[src/rtl/cache_pkg.sv]
// Shared definitions for the direct-mapped data cache: FSM encoding,
// address field widths and address field extraction helpers.
package cache_pkg;

   localparam int INDEX_W  = 3;
   localparam int TAG_W    = 6 - INDEX_W;
   localparam int OFFSET_W = 2;

   typedef enum logic [1:0] {
      S_IDLE      = 2'd0,
      S_WRITEBACK = 2'd1,
      S_FETCH     = 2'd2,
      S_UPDATE    = 2'd3
   } state_e;

   function automatic logic [TAG_W-1:0] get_tag(input logic [7:0] addr);
      return addr[7 -: TAG_W];
   endfunction

   function automatic logic [INDEX_W-1:0] get_index(input logic [7:0] addr);
      return addr[OFFSET_W +: INDEX_W];
   endfunction

   function automatic logic [OFFSET_W-1:0] get_offset(input logic [7:0] addr);
      return addr[OFFSET_W-1:0];
   endfunction

endpackage

[src/rtl/cache_line_store.sv]
// Line storage: data/tag arrays (no reset) and valid/dirty bits (cleared on
// reset). One shared index selects the line for reads and all updates.
module cache_line_store import cache_pkg::*; #(
   parameter int INDEX_BITS = INDEX_W,
   parameter int TAG_BITS   = 6 - INDEX_BITS
) (
   input  logic                  clk_i,
   input  logic                  rst_i,
   input  logic [INDEX_BITS-1:0] index_i,
   input  logic                  wr_en_i,
   input  logic [OFFSET_W-1:0]   wr_offset_i,
   input  logic [7:0]            wr_byte_i,
   input  logic                  fill_en_i,
   input  logic [31:0]           fill_data_i,
   input  logic                  install_en_i,
   input  logic [TAG_BITS-1:0]   install_tag_i,
   output logic [31:0]           rd_data_o,
   output logic [TAG_BITS-1:0]   rd_tag_o,
   output logic                  rd_valid_o,
   output logic                  rd_dirty_o
);

   localparam int LINES = 1 << INDEX_BITS;

   logic [LINES-1:0][31:0]         data_q;
   logic [LINES-1:0][TAG_BITS-1:0] tag_q;
   logic [LINES-1:0]               valid_q;
   logic [LINES-1:0]               dirty_q;

   // Data and tag contents: byte stores, block fills and tag installs.
   always_ff @(posedge clk_i) begin
      if (wr_en_i)      data_q[index_i][{wr_offset_i, 3'b000} +: 8] <= wr_byte_i;
      if (fill_en_i)    data_q[index_i] <= fill_data_i;
      if (install_en_i) tag_q[index_i]  <= install_tag_i;
   end

   // Line state: reset invalidates everything; stores dirty, installs clean.
   always_ff @(posedge clk_i) begin
      if (rst_i) begin
         valid_q <= '0;
         dirty_q <= '0;
      end else begin
         if (wr_en_i) dirty_q[index_i] <= 1'b1;
         if (install_en_i) begin
            valid_q[index_i] <= 1'b1;
            dirty_q[index_i] <= 1'b0;
         end
      end
   end

   assign rd_data_o  = data_q[index_i];
   assign rd_tag_o   = tag_q[index_i];
   assign rd_valid_o = valid_q[index_i];
   assign rd_dirty_o = dirty_q[index_i];

endmodule

[src/rtl/data_cache.sv]
// Direct-mapped, write-back, write-allocate data cache. Hits complete with
// zero stall; misses run WRITEBACK (if dirty) -> FETCH -> UPDATE and then the
// held request hits in IDLE.
module data_cache import cache_pkg::*; #(
   parameter int INDEX_BITS = INDEX_W,
   parameter int MEM_ADDR_W = 6
) (
   input  logic                  CLK,
   input  logic                  RESET,
   input  logic                  READ,
   input  logic                  WRITE,
   input  logic [7:0]            ADDRESS,
   input  logic [7:0]            WRITEDATA,
   output logic [7:0]            READDATA,
   output logic                  BUSYWAIT,
   output logic                  MEM_READ,
   output logic                  MEM_WRITE,
   output logic [MEM_ADDR_W-1:0] MEM_ADDRESS,
   output logic [31:0]           MEM_WRITEDATA,
   input  logic [31:0]           MEM_READDATA,
   input  logic                  MEM_BUSYWAIT
);

   localparam int TAG_BITS = 6 - INDEX_BITS;

   logic [TAG_BITS-1:0]   req_tag;
   logic [INDEX_BITS-1:0] index;
   logic [OFFSET_W-1:0]   offset;
   logic [31:0]           line_data;
   logic [TAG_BITS-1:0]   line_tag;
   logic                  line_valid, line_dirty, hit, idle_hit;
   logic                  wr_en, fill_en, install_en;

   state_e                state_q, state_d;
   logic                  seen_busy_q, seen_busy_d;
   logic                  mem_read_q, mem_read_d;
   logic                  mem_write_q, mem_write_d;
   logic [MEM_ADDR_W-1:0] mem_addr_q, mem_addr_d;
   logic [31:0]           mem_wdata_q, mem_wdata_d;

   assign req_tag = ADDRESS[7 -: TAG_BITS];
   assign index   = ADDRESS[OFFSET_W +: INDEX_BITS];
   assign offset  = get_offset(ADDRESS);

   cache_line_store #(.INDEX_BITS(INDEX_BITS), .TAG_BITS(TAG_BITS)) u_store (
      .clk_i        (CLK),
      .rst_i        (RESET),
      .index_i      (index),
      .wr_en_i      (wr_en),
      .wr_offset_i  (offset),
      .wr_byte_i    (WRITEDATA),
      .fill_en_i    (fill_en),
      .fill_data_i  (MEM_READDATA),
      .install_en_i (install_en),
      .install_tag_i(req_tag),
      .rd_data_o    (line_data),
      .rd_tag_o     (line_tag),
      .rd_valid_o   (line_valid),
      .rd_dirty_o   (line_dirty)
   );

   assign hit      = line_valid && (line_tag == req_tag);
   assign idle_hit = (state_q == S_IDLE) && hit && !RESET;

   // CPU side: a write wins over a simultaneous read; loads return 0 unless hitting.
   assign wr_en    = idle_hit && WRITE;
   assign BUSYWAIT = !RESET && (READ || WRITE) && !((state_q == S_IDLE) && hit);
   assign READDATA = (idle_hit && READ && !WRITE) ? line_data[{offset, 3'b000} +: 8] : 8'h00;

   assign MEM_READ      = mem_read_q;
   assign MEM_WRITE     = mem_write_q;
   assign MEM_ADDRESS   = mem_addr_q;
   assign MEM_WRITEDATA = mem_wdata_q;

   // Miss FSM next state; memory request outputs are set up one edge ahead so
   // they are registered and stable for the whole handshake.
   always_comb begin
      state_d     = state_q;
      seen_busy_d = seen_busy_q;
      mem_read_d  = mem_read_q;
      mem_write_d = mem_write_q;
      mem_addr_d  = mem_addr_q;
      mem_wdata_d = mem_wdata_q;
      fill_en     = 1'b0;
      install_en  = 1'b0;
      case (state_q)
         S_IDLE: begin
            if ((READ || WRITE) && !hit) begin
               if (line_dirty) begin
                  state_d     = S_WRITEBACK;
                  mem_write_d = 1'b1;
                  mem_addr_d  = {line_tag, index};
                  mem_wdata_d = line_data;
               end else begin
                  state_d    = S_FETCH;
                  mem_read_d = 1'b1;
                  mem_addr_d = {req_tag, index};
               end
            end
         end
         S_WRITEBACK: begin
            if (MEM_BUSYWAIT) seen_busy_d = 1'b1;
            if (seen_busy_q && !MEM_BUSYWAIT) begin
               state_d     = S_FETCH;
               seen_busy_d = 1'b0;
               mem_write_d = 1'b0;
               mem_read_d  = 1'b1;
               mem_addr_d  = {req_tag, index};
            end
         end
         S_FETCH: begin
            if (MEM_BUSYWAIT) seen_busy_d = 1'b1;
            if (seen_busy_q && !MEM_BUSYWAIT) begin
               state_d     = S_UPDATE;
               seen_busy_d = 1'b0;
               mem_read_d  = 1'b0;
               fill_en     = 1'b1;
            end
         end
         S_UPDATE: begin
            install_en = 1'b1;
            state_d    = S_IDLE;
         end
         default: state_d = S_IDLE;
      endcase
   end

   // FSM and memory-port registers; reset abandons any in-flight transfer.
   always_ff @(posedge CLK) begin
      if (RESET) begin
         state_q     <= S_IDLE;
         seen_busy_q <= 1'b0;
         mem_read_q  <= 1'b0;
         mem_write_q <= 1'b0;
         mem_addr_q  <= '0;
         mem_wdata_q <= '0;
      end else begin
         state_q     <= state_d;
         seen_busy_q <= seen_busy_d;
         mem_read_q  <= mem_read_d;
         mem_write_q <= mem_write_d;
         mem_addr_q  <= mem_addr_d;
         mem_wdata_q <= mem_wdata_d;
      end
   end

endmodule

[config.mk]
export PLATFORM = sky130hd
export DESIGN_NAME = data_cache
export DESIGN_NICKNAME = d
export VERILOG_FILES = /design/src/rtl/cache_pkg.sv /design/src/rtl/cache_line_store.sv /design/src/rtl/data_cache.sv
export SDC_FILE = /design/constraint.sdc
export NUM_CORES = 1
export LEC_CHECK = 0
export BUFFER_PORTS_ARGS = -buffer_cell sky130_fd_sc_hd__buf_2
export CAP_MARGIN = 15
export CORE_ASPECT_RATIO = 0.8
export CORE_MARGIN = 2
export CORE_UTILIZATION = 66
export CTS_CLUSTER_SIZE = 14
export DETAILED_ROUTE_END_ITERATION = 8
export GPL_ROUTABILITY_DRIVEN = 1
export GPL_TIMING_DRIVEN = 0
export HOLD_SLACK_MARGIN = 0.05
export PLACE_DENSITY = 0.85
export REMOVE_ABC_BUFFERS = 1
export SLEW_MARGIN = 20
export SYNTH_ARGS = -nofsm -noshare
export SYNTH_HDL_FRONTEND = slang
export SYNTH_HIERARCHICAL = 1
export SYNTH_SLANG_ARGS = --single-unit
[constraint.sdc]
create_clock -name CLK -period 14.4 [get_ports CLK]
set_input_delay 2.16 -clock CLK [delete_from_list [all_inputs] [get_ports CLK]]
set_output_delay 2.16 -clock CLK [all_outputs]
set_load 0.05 [all_outputs]
Word-level counts from Yosys, hierarchy flattened
Index checks and enable logic that the tools add are counted.
{"block": "word_totals", "wordCells": 118, "reg_bits": 339, "output_inout_bits": 49, "in_bits": 53}
{"block": "op_classes", "addsub": 1, "bitwise": 4, "n_lt_le_gt_ge": 2, "reduce_logical": 28, "muxes": 47, "eq_ne": 9, "shifts": 3}
{"cell": "$bwmux W256", "n": 2}
{"cell": "$mux W256", "n": 2}
{"cell": "$demux W32 S3", "n": 2}
{"cell": "$bmux W32 S3", "n": 1}
{"cell": "$mux W32", "n": 3}
{"cell": "$mux W8", "n": 4}
{"cell": "$shift A8 B7 Y32 const A", "n": 1}
{"cell": "$shiftx A32 B6 Y8", "n": 1}
{"cell": "$shiftx A8 B7 Y32", "n": 1}
{"cell": "$bwmux W24", "n": 1}
{"cell": "$mux W6", "n": 3}
{"cell": "$or A8 B8 Y8", "n": 2}
{"cell": "$mux W1", "n": 14}
{"cell": "$pmux W6 S2", "n": 1}
{"cell": "$logic_and A1 B1 Y1", "n": 11}
{"cell": "$bmux W3 S3", "n": 1}
{"cell": "$demux W3 S3", "n": 1}
{"cell": "$reduce_and A3 Y1", "n": 3}
{"cell": "$and A8 B8 Y8", "n": 1}
{"cell": "$mux W2", "n": 4}
{"cell": "$ne A2 B2 Y1 const B", "n": 4}
{"cell": "$not A8 Y8", "n": 1}
{"cell": "$pmux W2 S4", "n": 1}
{"cell": "$neg A5 Y7", "n": 1}
{"cell": "other kinds (20)", "n": 28}

Logic depth before layout (Yosys ltp)
{"block": "logic_depth", "word_depth": 11, "mapped_depth": 16, "depth_no_buf": 11}

Modules after synthesis
The synthesis kept the hierarchy.
{"mod": "cache_line_store", "seq_area_each_um2": 6165.9, "n_inst": 1, "cells_per_inst": 1550, "area_per_inst_um2": 14859.3}
{"mod": "data_cache", "seq_area_each_um2": 860.8, "n_inst": 1, "cells_per_inst": 264, "area_per_inst_um2": 2290.9}

Worst setup path before layout
No wires, ideal clock.
{"block": "synth_timing", "path_kind": "input-to-output", "start": "in ADDRESS[3]", "end": "out READDATA[0]", "path_stages": 8, "required_ns": 12.240, "arrival_time_ns": 5.331, "path_buffers": 2, "setup_slack_ns": 6.909, "cell_sequence": "buf_2 -> buf_2 -> mux4_2 -> mux2_2 -> xor2_1 -> or4_4 -> or4b_4 -> nor2b_1"}
{"block": "synth_between", "elab_chain_len": 9, "elab_cells_between_ends": 14, "classes_between": "1 x eq/ne; 1 x shift; 7 x mux; 5 x reduce/logical"}
{"element": "start: declaration", "line_no": "data_cache.sv:12", "text": "input logic [7:0] ADDRESS,"}
{"element": "$bmux W3 S3", "line_no": "cache_line_store.sv:52", "text": "assign rd_tag_o = tag_q[index_i];"}
{"element": "$mux W3 (not written as such)", "line_no": "cache_line_store.sv:52"}
{"element": "named net line_tag[0]", "line_no": "data_cache.sv:30", "text": "logic [TAG_BITS-1:0] line_tag;"}
{"element": "$eq A3 B3 Y1", "line_no": "data_cache.sv:62", "text": "assign hit = line_valid && (line_tag == req_tag);"}
{"element": "$logic_and A1 B1 Y1", "line_no": "data_cache.sv:62"}
{"element": "$logic_and A1 B1 Y1 (2 in series)", "line_no": "data_cache.sv:63", "text": "assign idle_hit = (state_q == S_IDLE) && hit && !RESET;"}
{"element": "$logic_and A1 B1 Y1 (2 in series)", "line_no": "data_cache.sv:68", "text": "assign READDATA = (idle_hit && READ && !WRITE) ? line_data[{offset, 3'b000} +: 8] : 8'h00;"}
{"element": "$mux W8", "line_no": "data_cache.sv:68"}
{"element": "end: declaration", "line_no": "data_cache.sv:14", "text": "output logic [7:0] READDATA,"}
The timed path passes the listed nets, and every way through them passes these cells. The select of a mux whose other input is x is not followed.

Worst setup path after layout
{"block": "layout_timing", "start": "in ADDRESS[2]", "end": "out READDATA[5]"}
The elaborated chain is that of the path after synthesis.

==> summary.txt <==
Run status
  – Outcome: complete, no violations

Cells and area
  – # fillers: roughly 1700
  – Fraction of layout cells with a size suffix above 1: 0.1768
  – Commonest non-fill, non-tap cells in the layout: dfxtp_1, mux2i_1, a21oi_1
  – Layout area overhead: 11.23%
  – Most common cell after layout, fill and taps aside: dfxtp_1
  – Fin nets: between 1500 and 2000

Power and ir drop
  – Pwr dens: about 160 nW/µm²
  – Sw Pwr: 0.9331 mW
  – Worst vdd ir: approximately 110 µV
  – Clock power frac: 0.325
  – Comb pwr share: 0.237
  – Pwr Total: 3.025 mW
  – Sequential power share: 0.438
  – Pint: 2.092 mW
  – Leak: between 6 and 7 nW
  – Switch share: 0.3085

Floorplanning
  – Core Region: 25440 µm²
  – Die area: roughly 27000 µm²
  – Width of the die: 184.2 µm
  – Initial core utilization: 0.6742
  – Io pins: ~100
  – Die Y: ~150 µm
  – Row Count: between 50 and 60

STA
  – Skew final: approximately 0.017 ns
  – Slew margin rel.: 0.08115
  – Fin crit share: 0.6012
  – Max frequency: between 0.1 and 0.15 GHz
  – Hold Slack: 0.4737 ns
  – Max Slew Vio Count: 0
  – Crit path time final: a little under 9 ns
  – Final Setup Violations: 0
  – Final Hold Fails: 0
  – Tightest Pin Transition: roughly 1.4 ns
  – RSZ-0062 raised after global routing: no
  – Sum Neg Setup Slack: 0 ns

Min path
  – Hold path endpoint: MEM_WRITEDATA[25]$_SDFFE_PP0P_
  – Min-delay src: MEM_WRITEDATA[25]$_SDFFE_PP0P_
  – HP Class: reg2reg
  – Hold depth: 2

Critical path
  – Critical Path Sink Type: output port
  – Max incr delay on CP: ~0.8 ns
  – RR Startpoint: u_store/tag_q[7]$_DFFE_PP_
  – WP buf/inv: 3
  – Cell count of the worst reg-to-reg path: 12
  – CP max FO: between 50 and 60
  – Worst EP required: between 10 and 15 ns
  – CP arrival: roughly 6.5 ns
  – Most used cell, CP: nor2b_1
  – CP startpoint kind: input pin
  – Setup CP Type: in2out
  – Reg2reg setup slack: 9.96 ns
  – Crit path launch: ADDRESS[2]
  – CP max-delay cell: nor2b_1
  – Cell family with most CP delay: simple AND/OR/NAND/NOR gates
  – Critical register-to-register path endpoint: u_store/data_q[140]$_DFF_P_
  – Critical Path, Cell by Cell: buf_6 > buf_16 > nor2b_1 > a22oi_1 > o21ai_0 > xor2_1 > or4_4 > or4b_4 > nor2b_1 > buf_2

Synth
  – Post-Syn Area: approximately 17000 µm²
  – Main area contributors after synthesis: dfxtp_1, mux2i_1, mux4_2
  – EDFF count, synth: 24
  – Synth area leader: dfxtp_1
  – Yosys synthesis warning count: 6
  – Yosys cell types: 64
  – Post-synthesis average cell area: between 9 and 10 µm²
  – Sequential-to-total area share from yosys stat: 0.4097
  – Synth async-reset ratio: 0
  – Synthesized flop and latch total: roughly 340
  – Mapped Cells: 1814
  – Top-area cell type share of the netlist area: 0.3677
  – Ys flop type: dfxtp_1

GRT
  – Vias in the first global route: 14450
  – GR Util All Layers: 0.3900
  – First-pass GRT wire length: approximately 82000 µm
  – Initial antenna violation count: 8
  – Largest net degree at the start of global routing: 70
  – GRT Residual Overflow: 0

Placement
  – Placer Congestion: roughly 0.88
  – PortBufs: between 100 and 150
  – Detailed Place HPWL: 32990 µm

CTS
  – Inserted Clock Buffers: 35
  – Maximum clock path buffer count: 3
  – Clock slew at reported path FFs: ~0.06 ns
  – Worst skew pair latency: around 0.53 ns
  – Sink Count: around 340
  – Post-cts sizing count: 0
  – H-tree depth: 2
  – Postcts setup bufs: 0
  – CTS tree: built
  – Root buffer cell: clkbuf_16
  – Hold-fix buffers, CTS: 0

Route
  – ANT nets after route: 0
  – Vias: 15050
  – DRC violations left: 0
  – Via density: approximately 7
  – Final WL: around 54000 µm
  – Initial DRC count: about 2200
  – Pre-antenna DRT Iters: 8
  – WL/cell: 24.80 µm

Job
  – Max cap viols: 0
==> metal layers <==
metal	GRT usage	wire, µm
met4	0.2144	3010
met2	0.6081	24170
met3	0.1041	7258
met5	0	36
met1	0.4957	19470
==> synth_stat cells (6+ instances only) <==
library cell and n:
buf_4 8, a31oi_1 8, and2_1 10, dfxtp_1 315, and3_1 9, nor2_1 167
nand2b_1 6, nand4_1 35, buf_2 41, ha_1 10, a22oi_1 14, edfxtp_1 24
nor2_4 28, o21ai_0 105, clkbuf_1 96, a221oi_1 11, nand2_1 174, nor3_1 11
nor3b_2 8, clkbuf_2 21, a21oi_1 178, o21ai_1 62, mux4_2 52, mux2_2 23
nor2b_1 19, and2_0 8, mux2i_1 282
==> through the flow <==
stage	util	cells	worst slack [ns]	instance area [µm²]
detailed placement	0.7010	2110	5.986	17830
finish	0.7499	2175	5.742	19080
global placement	0.6814	2094	4.495	17330
floorplan	-	1642	7.231	16390
global route	0.7499	2175	5.716	19080
CTS	0.7495	2172	5.902	19070
==> state kept, by name (all words and copies together), names as in the netlist <==
signal,flops
MEM_ADDRESS,6
MEM_READ,1
MEM_WRITE,1
MEM_WRITEDATA,32
seen_busy_q,1
state_q,2
u_store/data_q,256
u_store/dirty_q,8
u_store/tag_q,24
u_store/valid_q,8
==> worst min-delay path: cells and delay by family, from the launching register on <==
kind	cells	cell delay, ns
DFF	1	0.30
AOI/OAI and AO/OA	2	0.12
==> kinds of logic (layout without fill, tap and decap cells) <==
logic type,count (synthesis),count (layout),share of synthesized area
other,0,3,0
buffers and inverters,178,185,0.04567
adders and majority gates,10,10,0.007296
xor gates and xnor gates,6,6,0.003065
and+or+nand+nor,510,510,0.1528
DFF,339,339,0.4097
AOI/OAI and AO/OA,414,414,0.1334
muxes,357,357,0.2480
==> layout make-up <==
type | count | area [µm²] | share of cell area
repair buffers | 117 | 905.9 | 0.04748
clock inverters | 13 | 206.4 | 0.01082
well taps | 351 | 439.2 | 0.02302
flip-flops and latches | 339 | 7027 | 0.3683
clock buffers | 49 | 1028 | 0.05391
inverters | 6 | 22.52 | 0.001181
multi-input cells | 1297 | 9440 | 0.4949
diodes | 3 | 7.507 | 0.0003935
==> how the worst max path moves through the flow <==
stage | to | slack, ns | cells after the start
floorplan | READDATA[0] | 7.23 | 8
global placement | u_store/data_q[103]$_DFF_P_ | 4.49 | 11
detailed placement | READDATA[7] | 5.99 | 10
global route | READDATA[5] | 5.72 | 10
CTS | READDATA[7] | 5.90 | 10
finish | READDATA[5] | 5.74 | 10
==> power by group through the flow <==
| stage | sequential (mW) | combinational (mW) | clock [mW] |
|---|---|---|---|
| floorplan | 1.33 | 0.444 | 0 |
| global placement | 1.31 | 0.630 | 0 |
| detailed placement | 1.33 | 0.687 | 0 |
| CTS | 1.32 | 0.697 | 0.981 |
| global route | 1.35 | 0.763 | 1.02 |
| finish | 1.32 | 0.717 | 0.983 |
Power figures use the tool's default switching activity.
